==> src/rtl/crc32_pkg.sv <==
// Shared CRC-32 constants, FSM state encoding and the single-byte reflected update.
package crc32_pkg;

    localparam logic [31:0] INIT    = 32'hFFFF_FFFF;
    localparam logic [31:0] XOROUT  = 32'hFFFF_FFFF;
    localparam logic [31:0] RESIDUE = 32'hDEBB_20E3;
    localparam logic [31:0] CHECK   = 32'h2144_DF1C;

    typedef enum logic [1:0] {
        IDLE = 2'd0,
        ACC  = 2'd1,
        HOLD = 2'd2
    } state_t;

    // Bit-serial form of (crc >> 8) ^ T[(crc ^ b) & 8'hFF]; synthesis flattens it to the table XOR tree.
    function automatic logic [31:0] crc_byte(input logic [31:0] crc, input logic [7:0] b,
                                             input logic [31:0] poly);
        logic [31:0] c;
        c = crc ^ {24'h0, b};
        for (int k = 0; k < 8; k++)
            c = c[0] ? ((c >> 1) ^ poly) : (c >> 1);
        return c;
    endfunction

endpackage

==> src/rtl/crc32_step.sv <==
// Combinational fold of one beat into the CRC register, stopping at the first cleared keep bit.
module crc32_step
    import crc32_pkg::*;
#(
    parameter int          BYTES_PER_BEAT = 4,
    parameter logic [31:0] POLY           = 32'hEDB88320
) (
    input  logic [31:0]                 crc_in,
    input  logic [8*BYTES_PER_BEAT-1:0] data,
    input  logic [BYTES_PER_BEAT-1:0]   keep,
    output logic [31:0]                 crc_next,
    output logic                        keep_gap
);

    logic [31:0]               c;
    logic                      run;
    logic [BYTES_PER_BEAT-1:0] used;

    always_comb begin
        c    = crc_in;
        run  = 1'b1;
        used = '0;
        for (int i = 0; i < BYTES_PER_BEAT; i++) begin
            run     = run & keep[i];
            used[i] = run;
            if (run)
                c = crc_byte(c, data[8*i +: 8], POLY);
        end
        crc_next = c;
        // Any keep bit set beyond the first hole means the mask was not contiguous.
        keep_gap = |(keep & ~used);
    end

endmodule

==> src/rtl/crc32_stream.sv <==
// Streaming CRC-32 with frame FSM and held result; CRC32_STREAM_CHECK_EN adds the FCS residue check on crc_ok.
module crc32_stream
    import crc32_pkg::*;
#(
    parameter int          BYTES_PER_BEAT = 4,
    parameter logic [31:0] POLY           = 32'hEDB88320
) (
    input  logic                        clk,
    input  logic                        rst,
    input  logic                        in_valid,
    output logic                        in_ready,
    input  logic [8*BYTES_PER_BEAT-1:0] in_data,
    input  logic [BYTES_PER_BEAT-1:0]   in_keep,
    input  logic                        in_sof,
    input  logic                        in_eof,
    output logic                        crc_valid,
    input  logic                        crc_ready,
    output logic [31:0]                 crc_out,
    output logic                        crc_ok,
    output logic                        frame_err
);

    state_t                    state, state_nxt;
    logic [31:0]               crc_reg, crc_seed, crc_next;
    logic [BYTES_PER_BEAT-1:0] eff_keep;
    logic                      keep_gap, fire, orphan, take;

    assign fire     = in_valid && in_ready;
    assign orphan   = fire && (state == IDLE) && !in_sof;
    assign take     = fire && !orphan;
    assign crc_seed = in_sof ? INIT : crc_reg;
    assign eff_keep = in_eof ? in_keep : '1;

    crc32_step #(
        .BYTES_PER_BEAT(BYTES_PER_BEAT),
        .POLY          (POLY)
    ) u_step (
        .crc_in  (crc_seed),
        .data    (in_data),
        .keep    (eff_keep),
        .crc_next(crc_next),
        .keep_gap(keep_gap)
    );

    always_ff @(posedge clk or posedge rst) begin
        if (rst) state <= IDLE;
        else     state <= state_nxt;
    end

    always_comb begin
        state_nxt = state;
        case (state)
            IDLE, ACC: if (take) state_nxt = in_eof ? HOLD : ACC;
            HOLD:      if (crc_ready) state_nxt = IDLE;
            default:   state_nxt = IDLE;
        endcase
    end

    always_comb begin
        in_ready = (state != HOLD);
    end

    always_ff @(posedge clk or posedge rst) begin
        if (rst) begin
            crc_reg   <= INIT;
            crc_out   <= 32'h0;
            crc_valid <= 1'b0;
            frame_err <= 1'b0;
        end else begin
            frame_err <= orphan || (take && in_sof && state == ACC) || (take && in_eof && keep_gap);
            if (take)
                crc_reg <= crc_next;
            if (take && in_eof) begin
                crc_out   <= crc_next ^ XOROUT;
                crc_valid <= 1'b1;
            end else if (state == HOLD && crc_ready) begin
                crc_valid <= 1'b0;
            end
        end
    end

`ifdef CRC32_STREAM_CHECK_EN
    // A frame carrying its own FCS leaves the fixed residue, seen here after the output inversion.
    always_ff @(posedge clk or posedge rst) begin
        if (rst)                crc_ok <= 1'b0;
        else if (take && in_eof) crc_ok <= ((crc_next ^ XOROUT) == CHECK);
    end
`else
    assign crc_ok = 1'b0;
`endif

endmodule
==> config.mk <==
export PLATFORM = sky130hd
export DESIGN_NAME = crc32_stream
export DESIGN_NICKNAME = d
export VERILOG_FILES = /design/src/rtl/crc32_pkg.sv /design/src/rtl/crc32_step.sv /design/src/rtl/crc32_stream.sv
export SDC_FILE = /design/constraint.sdc
export NUM_CORES = 1
export LEC_CHECK = 0
export ABC_AREA = 1
export CORE_MARGIN = 2
export CORE_UTILIZATION = 55
export CTS_BUF_LIST = sky130_fd_sc_hd__clkbuf_4
export DETAILED_ROUTE_END_ITERATION = 8
export GPL_TIMING_DRIVEN = 0
export HOLD_SLACK_MARGIN = 0.08
export PLACE_DENSITY = 0.76
export SLEW_MARGIN = 40
export SYNTH_ARGS = -nofsm -noshare
export SYNTH_HDL_FRONTEND = slang
export SYNTH_SLANG_ARGS = --single-unit
==> constraint.sdc <==
create_clock -name clk -period 5.7 [get_ports clk]
set_clock_uncertainty 0.1 [all_clocks]
set_input_delay 1.14 -clock clk [delete_from_list [all_inputs] [get_ports clk]]
set_output_delay 1.14 -clock clk [all_outputs]
set_load 0.05 [all_outputs]
Word-level counts from Yosys, hierarchy flattened
Cells that the tools add are included.
{ "totals": {"ff_bits": 68, "in_bits": 42} }
{ "op_classes": {"n_eq_ne": 5, "mux": 44, "n_bitwise": 42, "n_reduce_logical": 18} }
{ "op_table": {"columns": ["cell", "n"], "rows": [
  ["$mux W32", 37],
  ["$not A13 Y14", 32],
  ["$xor A32 B8 Y32", 4],
  ["$not A32 Y32", 1],
  ["$logic_and A1 B1 Y1", 9],
  ["$mux W2", 3],
  ["$ne A2 B2 Y1 const B", 3],
  ["$and A4 B4 Y4", 1],
  ["$mux W4", 1],
  ["$not A4 Y4", 1],
  ["$pmux W2 S2", 1],
  ["$reduce_or A4 Y1", 1],
  ["$and A1 B1 Y1", 3],
  ["$eq A2 B1 Y1 const B", 1],
  ["$eq A2 B2 Y1 const B", 1],
  ["$logic_not A1 Y1", 2],
  ["$logic_not A2 Y1", 1],
  ["$logic_or A1 B1 Y1", 2],
  ["$mux W1", 2],
  ["$reduce_and A2 Y1", 1],
  ["$reduce_bool A2 Y1", 1],
  ["$reduce_or A2 Y1", 1]
]} }

Longest topological paths before layout
Gate-level depths: netlist of run 1.
{ "depth": {"depth_word": 74, "ltp_mapped": 40, "ltp_nobuf": 38} }

By module
A second synthesis of run 1 with hierarchy kept.
{ "unflattened": {"hier_cells": 1752, "area_unflattened_um2": 10080.9} }
{ "modules_own_cells": {"columns": ["module", "instances", "cells_each", "area_per_inst_um2", "seq_area_each_um2"], "rows": [
  ["crc32_step", 1, 1403, 6851.6, 0.0],
  ["crc32_stream", 1, 349, 3229.3, 1741.7]
]} }

Worst setup path before layout of run 1
OpenSTA, ideal clock, no wires.
{ "synth_path": {"path_kind": "in2reg", "start": "input in_sof", "end": "register crc_out[8]", "setup_time_ns": 0.118, "arrival_time_ns": 3.892, "path_slack_ns": 1.590, "stages": 32, "path_cell_list": "buf_6 buf_8 nor2_8 nand2_4 nand2_4 nand2_1 nand2_1 nand2_2 nand2_1 nand2_1 nand3_1 nand2_2 nand2_1 nand3_2 nand2_2 nand2_1 nand2_2 nand3_2 nand2_4 inv_2 nand2_1 nand3_2 nand2_1 nand2_1 nand3_2 nand2_2 buf_6 or2_1 nand3_1 nand2_1 nand2_1 nand2_1"} }
{ "synth_via": {"elab_chain_len": 55, "elab_cells_between_ends": 75, "cone_classes": "mux: 37; bitwise: 33; reduce/logical: 5"} }
{ "synth_lines": {"columns": ["element", "line", "rtl"], "rows": [
  ["start: declaration", "crc32_stream.sv:14", "input logic in_sof,"],
  ["$mux W32", "crc32_stream.sv:31", "assign crc_seed = in_sof ? INIT : crc_reg;"],
  ["$xor A32 B8 Y32", "crc32_pkg.sv:19", "c = crc ^ {24'h0, b};"],
  ["$mux W32 / $not A13 Y14 (equally long branches)", null, null],
  ["$mux W32", "crc32_pkg.sv:21", "c = c[0] ? ((c >> 1) ^ poly) : (c >> 1);"],
  ["$not A13 Y14 (no source line) / $mux W32 (equally long branches)", null, null],
  ["$mux W32 / $not A13 Y14 (equally long branches) (6 in series)", null, null],
  ["$mux W32, on equally long branches", "crc32_step.sv:26, crc32_pkg.sv:21", null],
  ["$xor A32 B8 Y32 (tied with other cells)", "crc32_pkg.sv:19", null],
  ["[32 not listed]", null, null],
  ["$mux W32 / $not A13 Y14 (equally long branches)", null, null],
  ["$mux W32 (3 in series)", "crc32_pkg.sv:21", null],
  ["$not A13 Y14 (no source line) / $mux W32 (equally long branches)", null, null],
  ["$mux W32", "crc32_pkg.sv:21", null],
  ["$not A13 Y14 (no source line) / $mux W32 (equally long branches)", null, null],
  ["$mux W32", "crc32_pkg.sv:21", null],
  ["$mux W32", "crc32_step.sv:26", "if (run)"],
  ["$not A32 Y32 (no source line)", null, null],
  ["end signal: assignment", "crc32_stream.sv:74", "crc_out <= crc_next ^ XOROUT;"],
  ["end: declaration", "crc32_stream.sv:18", "output logic [31:0] crc_out,"]
]} }
Parallel ways exist; a longest one is shown, timed or not.
A chain may end at the register's enable or synchronous reset.

Final worst setup path of run 1
{ "layout_path": {"start": "input in_eof", "end": "register crc_reg[5]"} }
{ "layout_via": {"elab_chain_len": 43, "elab_cells_between_ends": 55, "cone_classes": "mux: 29; bitwise: 26"} }
{ "layout_lines": {"columns": ["element", "line", "rtl"], "rows": [
  ["start: declaration", "crc32_stream.sv:15", "input logic in_eof,"],
  ["$mux W4 (*)", "crc32_stream.sv:32", "assign eff_keep = in_eof ? in_keep : '1;"],
  ["$mux W32", "crc32_step.sv:26", null],
  ["$xor A32 B8 Y32", "crc32_pkg.sv:19", null],
  ["$mux W32", "crc32_pkg.sv:21", null],
  ["$not A13 Y14 (no source line)", null, null],
  ["$mux W32", "crc32_pkg.sv:21", null],
  ["$not A13 Y14 (no source line)", null, null],
  ["$mux W32 (2 in series)", "crc32_pkg.sv:21", null],
  ["[22 not listed]", null, null],
  ["$mux W32 (3 in series)", "crc32_pkg.sv:21", null],
  ["$not A13 Y14 (no source line)", null, null],
  ["$mux W32", "crc32_pkg.sv:21", null],
  ["$not A13 Y14 (no source line)", null, null],
  ["$mux W32 (3 in series)", "crc32_pkg.sv:21", null],
  ["$not A13 Y14 (no source line)", null, null],
  ["$mux W32", "crc32_pkg.sv:21", null],
  ["$mux W32 (*)", "crc32_step.sv:26", null],
  ["end signal: assignment", "crc32_stream.sv:72", "crc_reg <= crc_next;"],
  ["end: declaration", "crc32_stream.sv:24", "logic [31:0] crc_reg, crc_seed, crc_next;"]
]} }
Every way passes the cells marked *; elsewhere a longest branch is shown, timed or not.

==> results.json, run 1 <==
{
  "synth-main-ff-cell": "dfrtp_1",
  "overflow": 0,
  "relSlewSlack": 0.427,
  "via_count": 12614,
  "fin_cells": 2124,
  "insertion_delay_ns": 0.44,
  "fmax_mhz": 183,
  "syn2layout_area_growth_pct": 12.7,
  "cts_buffers": 9,
  "rsz0062_at_grt": "false",
  "postCtsHoldBufs": 0,
  "min_path_type": "reg -> reg",
  "synth-seq-area-share": 0.175,
  "yosysTopAreaCell": "nand2_1",
  "arrival_ns": 5.70,
  "antenna_found_initial": 1,
  "max-vdd-ir-drop_mv": 0.574,
  "clkTransAtPathRegs_ns": 0.12,
  "track_usage": 0.421,
  "drv_cap": 0,
  "yosys.cell_types.count": 43,
  "drtIter0Drc": 1806,
  "start_util": 0.556,
  "dieWidth_um": 138,
  "ant_nets": 0,
  "criticalPathCategory": "in -> reg",
  "drc": 0,
  "timing.hold.ws_ns": 0.376,
  "clock_path_buffers": 2,
  "dp.cells": 2105,
  "wl_per_cell_um": 19.4,
  "io_pins": 78,
  "drt-pass1-iter-count": 6,
  "end_kind": "register",
  "post-route-period-util": 0.958,
  "viasPerCell": 5.94,
  "ys_seq_elements": 68,
  "synth.most_common_cell": "nand2_1",
  "fill_cells": 1793,
  "tightestPinTransition_ns": 0.851,
  "cp.required_ns": 5.94,
  "final-setup-viol-count": 0,
  "num_rows": 49,
  "maxSlewViolCount": 0,
  "hold_viol": 0,
  "final.min_clock_period_ns": 5.46,
  "grt_pass1_wl_um": 62900,
  "drive_gt1_frac": 0.131,
  "dp_hpwl_um": 33600,
  "avgSynthCellArea_um2": 5.52,
  "p_leak_uw": 0.00612,
  "worst-path-max-fanout": 10,
  "syn_inst": 1800,
  "design.die.area_um2": 19100,
  "cts_tree": "done",
  "routabilityCongestion": 1.04,
  "outcome": "finished, final reports clean",
  "io_buffers": 75,
  "p_per_area_nw_per_um2": 707,
  "ys_top_cells_by_count": "858 x nand2_1, 309 x nand3_1, 117 x inv_1",
  "fin_ws_ns": 0.238,
  "synth_edf_count": 0,
  "die_y_um": 138,
  "synth_area_leaders": "nand2_1 32%, nand3_1 16%, dfrtp_1 9.1%, dfstp_2 8.5%, nand2_2 5.8%",
  "grt_pass1_vias": 11061,
  "routed_wl_um": 41300,
  "start_kind": "input pin",
  "grt_max_degree": 37,
  "clock-root-buffer": "clkbuf_4",
  "core_um2": 17800,
  "layout.nets": 1929,
  "cts.sinks": 68,
  "async_reset_ff_frac": 1.00,
  "preCtsSetupSlack_ns": -0.118,
  "synth_top_area_share": 0.324,
  "post-cts-setup-buffers": 0,
  "syn_nets": 1842,
  "netlist_area_um2": 9930,
  "ys_warn_count": 0,
  "cts.repair.resized": 0,
  "h-tree-depth": 3
}
==> cell type report <==
type                    count  area (µm²)  area share
clock buffers              10        75.1     0.00671
flip-flops and latches     68        1740       0.156
repair buffers             76         771      0.0689
diodes                      3        7.51    0.000671
well taps                 229         287      0.0256
plain buffers              49         256      0.0229
inverters                 130         498      0.0445
clock inverters             6         113      0.0101
multi-input cells        1553        7440       0.665
==> power breakdown <==
| part | internal [µW] | switching, µW |
|---|---|---|
| clock network | 228 | 185 |
| logic | 1890 | 4630 |
| registers | 798 | 174 |
==> through the flow <==
| step | area, µm² | TNS [ns] | power (µW) | util |
|---|---|---|---|---|
| 2_1_floorplan | 9930 | 0 | 5420 | - |
| 3_3_place_gp | 11000 | -0.613 | 7120 | 0.615 |
| 3_5_place_dp | 11000 | -0.458 | 7220 | 0.616 |
| 4_1_cts | 11200 | 0 | 7670 | 0.626 |
| 5_1_grt | 11200 | 0 | 8480 | 0.627 |
| 6_report | 11200 | 0 | 7910 | 0.627 |
==> layout by cell type, fill, tap and decap left out, drive strengths merged, types with 2 or more instances in the layout <==
master and n:
clkdlybuf4s50 75, diode 3, nor2 63, o21ai 53, nand2 969, nand3b 6, nand4 11, xor2 57
inv 128, clkinv 5, bufinv 3, a21oi 8, dfrtp 36, o22ai 4, dfstp 32, a31oi 13
or2 10, xnor2 13, buf 27, clkbuf 33, o221ai 2, nand3 338
==> cell families (layout without fill, tap and decap cells) <==
group,after synthesis,after routing,share of synthesized area
flip-flops,68,68,0.175
AO/OA/AOI/OAI,84,84,0.0463
XOR/XNOR,70,70,0.0625
AND/OR/NAND/NOR,1398,1398,0.640
other,1,4,0.000378
buffers and inverters,179,271,0.0756
==> worst paths after layout <==
| kind | startpoint | endpoint | slack (ns) | cells after the start |
|---|---|---|---|---|
| setup / recovery | in_eof | crc_reg[5]$_DFFE_PP1P_ | 0.24 | 26 |
| hold / removal | crc_reg[21]$_DFFE_PP1P_ | crc_reg[21]$_DFFE_PP1P_ | 0.38 | 2 |
| setup reg to reg | crc_reg[0]$_DFFE_PP1P_ | crc_reg[5]$_DFFE_PP1P_ | 1.02 | 30 |
| hold reg to reg | crc_reg[21]$_DFFE_PP1P_ | crc_reg[21]$_DFFE_PP1P_ | 0.38 | 2 |
| max in group asynchronous | rst | crc_reg[10]$_DFFE_PP1P_ | 3.91 | 3 |
| min in group asynchronous | rst | crc_out[9]$_DFFE_PP0P_ | 0.98 | 2 |
==> worst max-delay path: stages <==
cell,delay (ns)
clkdlybuf4s50_1,0.51
inv_2,0.11
nor2_4,0.18
inv_1,0.07
buf_2,0.19
buf_2,0.20
o21ai_0,0.58
inv_1,0.13
nand3_1,0.13
nand3_2,0.21
nand3_1,0.18
nand3_2,0.15
nand2_4,0.16
inv_2,0.07
nand3_1,0.06
nand3_1,0.18
nand2_1,0.21
nand2_1,0.11
nand2_2,0.19
nand2_1,0.13
nand2_1,0.15
nand3_1,0.10
nand2_1,0.10
nand2_1,0.08
nand3_1,0.22
o21ai_0,0.15
==> per-layer routing <==
metal | global-route usage | share of wire | wire length, µm
met1 | 0.589 | 0.41 | 16700
met2 | 0.626 | 0.42 | 17100
met3 | 0.0731 | 0.12 | 4930
met4 | 0.214 | 0.060 | 2490
met5 | 0 | 0 | 0
Note: power is estimated with default switching activity, not from simulation.
==> run 2: changes to the inputs <==
Settings changed: ABC_AREA 1 to unset, CELL_PAD_IN_SITES_DETAIL_PLACEMENT set to 1, CELL_PAD_IN_SITES_GLOBAL_PLACEMENT set to 1, CORE_UTILIZATION 55 to 50, PLACE_DENSITY 0.76 to unset, PLACE_DENSITY_LB_ADDON set to 0.1.
==> run 2 against run 1 <==
Net effect: the run now ends with setup timing left; non-clock buffer count is 125 higher; worst setup slack worse by 0.62 ns; global-route usage is 1.7 points lower; fmax is 10% lower; register-to-register slack worse by 1.3 ns; clock-buffer cell count is 2 higher; core utilization is 7.3 points higher; hold slack better by 0.036 ns; flip-flop and latch count stayed put; area after synthesis is 9.5% lower.
==> results.json, run 2 <==
{
  "outcome": "finished, violations left",
  "violations": "setup timing",
  "r2r-end": "crc_out[16]$_DFFE_PP0P_",
  "synth-main-ff-cell": "dfrtp_1",
  "num_rows": 49,
  "synth_area_leaders": "xnor2_1 15%, dfrtp_1 10%, dfstp_2 9.4%, xnor3_1 8.5%, xor2_1 5.8%",
  "syn_inst": 1043,
  "hp-start": "crc_reg[29]$_DFFE_PP1P_",
  "final.min_clock_period_ns": 6.08,
  "async_reset_ff_frac": 1.00,
  "track_usage": 0.404,
  "grt_max_degree": 41,
  "die_y_um": 138,
  "synth_top_area_share": 0.150,
  "start_util": 0.506,
  "arrival_ns": 6.30,
  "critical_path.startpoint": "in_sof",
  "crit_family": "XOR/XNOR gates",
  "critPathCapture": "crc_out[24]$_DFFE_PP0P_",
  "hold_viol": 0,
  "cts_tree": "done",
  "clkTransAtPathRegs_ns": 0.11,
  "overflow": 0,
  "yosysTopAreaCell": "xnor2_1",
  "drive_gt1_frac": 0.336,
  "criticalPathCategory": "in -> reg",
  "clock_path_buffers": 2,
  "end_kind": "register",
  "design.die.area_um2": 19100,
  "min_path_type": "reg -> reg",
  "dieWidth_um": 138,
  "fill_cells": 1902,
  "drtIter0Drc": 1377,
  "synth_edf_count": 0,
  "path_cells": "buf_12 > buf_12 > buf_6 > buf_6 > buf_4 > nor2_1 > xnor2_1 > xnor3_2 > o21ai_4 > a21oi_1 > nor4bb_1 > buf_4 > xor2_4 > xnor2_2 > o21bai_1 > and4b_1 > buf_6 > xnor3_2 > xnor3_2 > xnor2_2 > nand2_1 > a22o_1",
  "rsz0062_at_grt": "true",
  "setup-tns-final_ns": -7.82,
  "final-setup-viol-count": 57,
  "synth-seq-area-share": 0.194,
  "clock-root-buffer": "clkbuf_4",
  "tightestPinTransition_ns": 1.01,
  "relSlewSlack": 0.320,
  "ys_warn_count": 0,
  "h-tree-depth": 3,
  "path_buf_inv": 7,
  "avgSynthCellArea_um2": 8.62,
  "synth.most_common_cell": "xnor2_1",
  "grt_pass1_wl_um": 59300,
  "path_depth": 22,
  "ys_top_cells_by_count": "154 x xnor2_1, 102 x nor2_1, 101 x nand2_1",
  "layout_common_cells": "124 x xnor2_1, 99 x buf_4, 99 x nand2_1, 92 x nor2_1, 74 x o21ai_0",
  "slowest_delay_ns": 0.49,
  "dp_hpwl_um": 27500,
  "insertion_delay_ns": 0.43,
  "netlist_area_um2": 8990,
  "ys_seq_elements": 68,
  "syn2layout_area_growth_pct": 38.3,
  "routabilityCongestion": 0.996,
  "core_um2": 17800,
  "cts_buffers": 9,
  "io_pins": 78,
  "drv_cap": 0,
  "start_kind": "input pin",
  "reg2regPathDepth": 18,
  "cp.required_ns": 5.92,
  "worst-path-max-fanout": 10,
  "syn_nets": 1085,
  "antenna_found_initial": 1,
  "routed_wl_um": 47900,
  "reg2reg_from": "crc_reg[3]$_DFFE_PP1P_",
  "grt_pass1_vias": 9634,
  "postCtsHoldBufs": 0,
  "layout.nets": 1275,
  "fmax_mhz": 164,
  "io_buffers": 69,
  "fin_ws_ns": -0.380,
  "final_common_cell": "xnor2_1",
  "yosys.cell_types.count": 85,
  "ant_nets": 0,
  "drc": 0,
  "cp_slowest_cell": "xnor3_2",
  "r2r_setup_slack_ns": -0.25,
  "viasPerCell": 6.97,
  "post-route-period-util": 1.07,
  "via_count": 10223,
  "wl_per_cell_um": 32.7,
  "maxSlewViolCount": 0,
  "cts.sinks": 68,
  "drt-pass1-iter-count": 7,
  "antenna_cells": 0
}
[run 2: cell count changes in the layout (fill, tap and decap cells not counted), moves of 25 or more]
cell     delta
a21oi_1    +32
buf_4      +96
inv_1     -110
nand2_1   -759
nand2_2    -90
nand3_1   -300
nand3_2    -27
nor2_1     +43
o21ai_0    +37
xnor2_1   +111
xnor2_2    +25
xnor3_1    +27
[run 2: cell families (layout without fill, tap and decap cells)]
family	Yosys count	in the layout	share of synthesized area
AO/OA/AOI/OAI	264	264	0.192
XOR/XNOR	274	274	0.353
buffers and inverters	80	275	0.0427
flip-flops	68	68	0.194
multiplexers	45	45	0.0551
other	1	1	0.000417
AND/OR/NAND/NOR	311	311	0.162
[run 2: metal layers]
metal	vias up	GRT usage	share of wire	wire, µm
li1	4021	-	-	-
met3	365	0.0658	0.10	4930
met2	886	0.651	0.45	21500
met4	2	0.237	0.098	4720
met5	-	0	0.00027	13
met1	4949	0.516	0.35	16800
[run 2: cell type report]
class	instances	area, µm²	share of cell area
Multi-Input combinational cell	895	8050	0.647
Sequential cell	68	1740	0.140
Timing Repair Buffer	182	1700	0.136
Buffer	68	515	0.0415
Tap cell	229	287	0.0230
Clock buffer	12	90.1	0.00724
Inverter	9	36.3	0.00292
Clock inverter	4	17.5	0.00141
[run 2: worst min-delay path: stages, from the launching register on]
cell and delay [ns]:
dfstp_2 0.40, nand2_1 0.05, o21ai_0 0.07
[run 2: worst min path at each step]
stage	cells past startpoint	end	slack, ns
after floorplan	2	crc_reg[18]$_DFFE_PP1P_	0.36
after global placement	2	crc_out[15]$_DFFE_PP0P_	0.36
after detailed placement	2	crc_out[15]$_DFFE_PP0P_	0.37
after CTS	2	crc_out[15]$_DFFE_PP0P_	0.40
after global routing	2	crc_reg[23]$_DFFE_PP1P_	0.42
final	2	crc_reg[29]$_DFFE_PP1P_	0.41
[run 2: through the flow]
step / area [µm²] / setup WS, ns / std cells / utilization / hold WS (ns)
finish: 12400 / -0.380 / 1467 / 0.699 / 0.411
global route: 12400 / -0.436 / 1467 / 0.699 / 0.421
CTS: 11400 / -0.000237 / 1419 / 0.644 / 0.398
detailed placement: 10200 / -1.81 / 1342 / 0.573 / 0.369
global placement: 10200 / -1.68 / 1341 / 0.571 / 0.363
floorplan: 9180 / -0.0561 / 1043 / - / 0.357
[run 2: repair_timing]
action | in CTS | in global routing
pin swaps | 56 | 36
resized for setup | 132 | 150
buffers inserted | 62 | 50
setup endpoints to repair | 64 | 64
gates cloned | 0 | 0
hold endpoints to repair | 0 | 0
Power of run 2 is not shown: default switching activity piles up to over one toggle a cycle in this logic, so the estimate is an artifact.
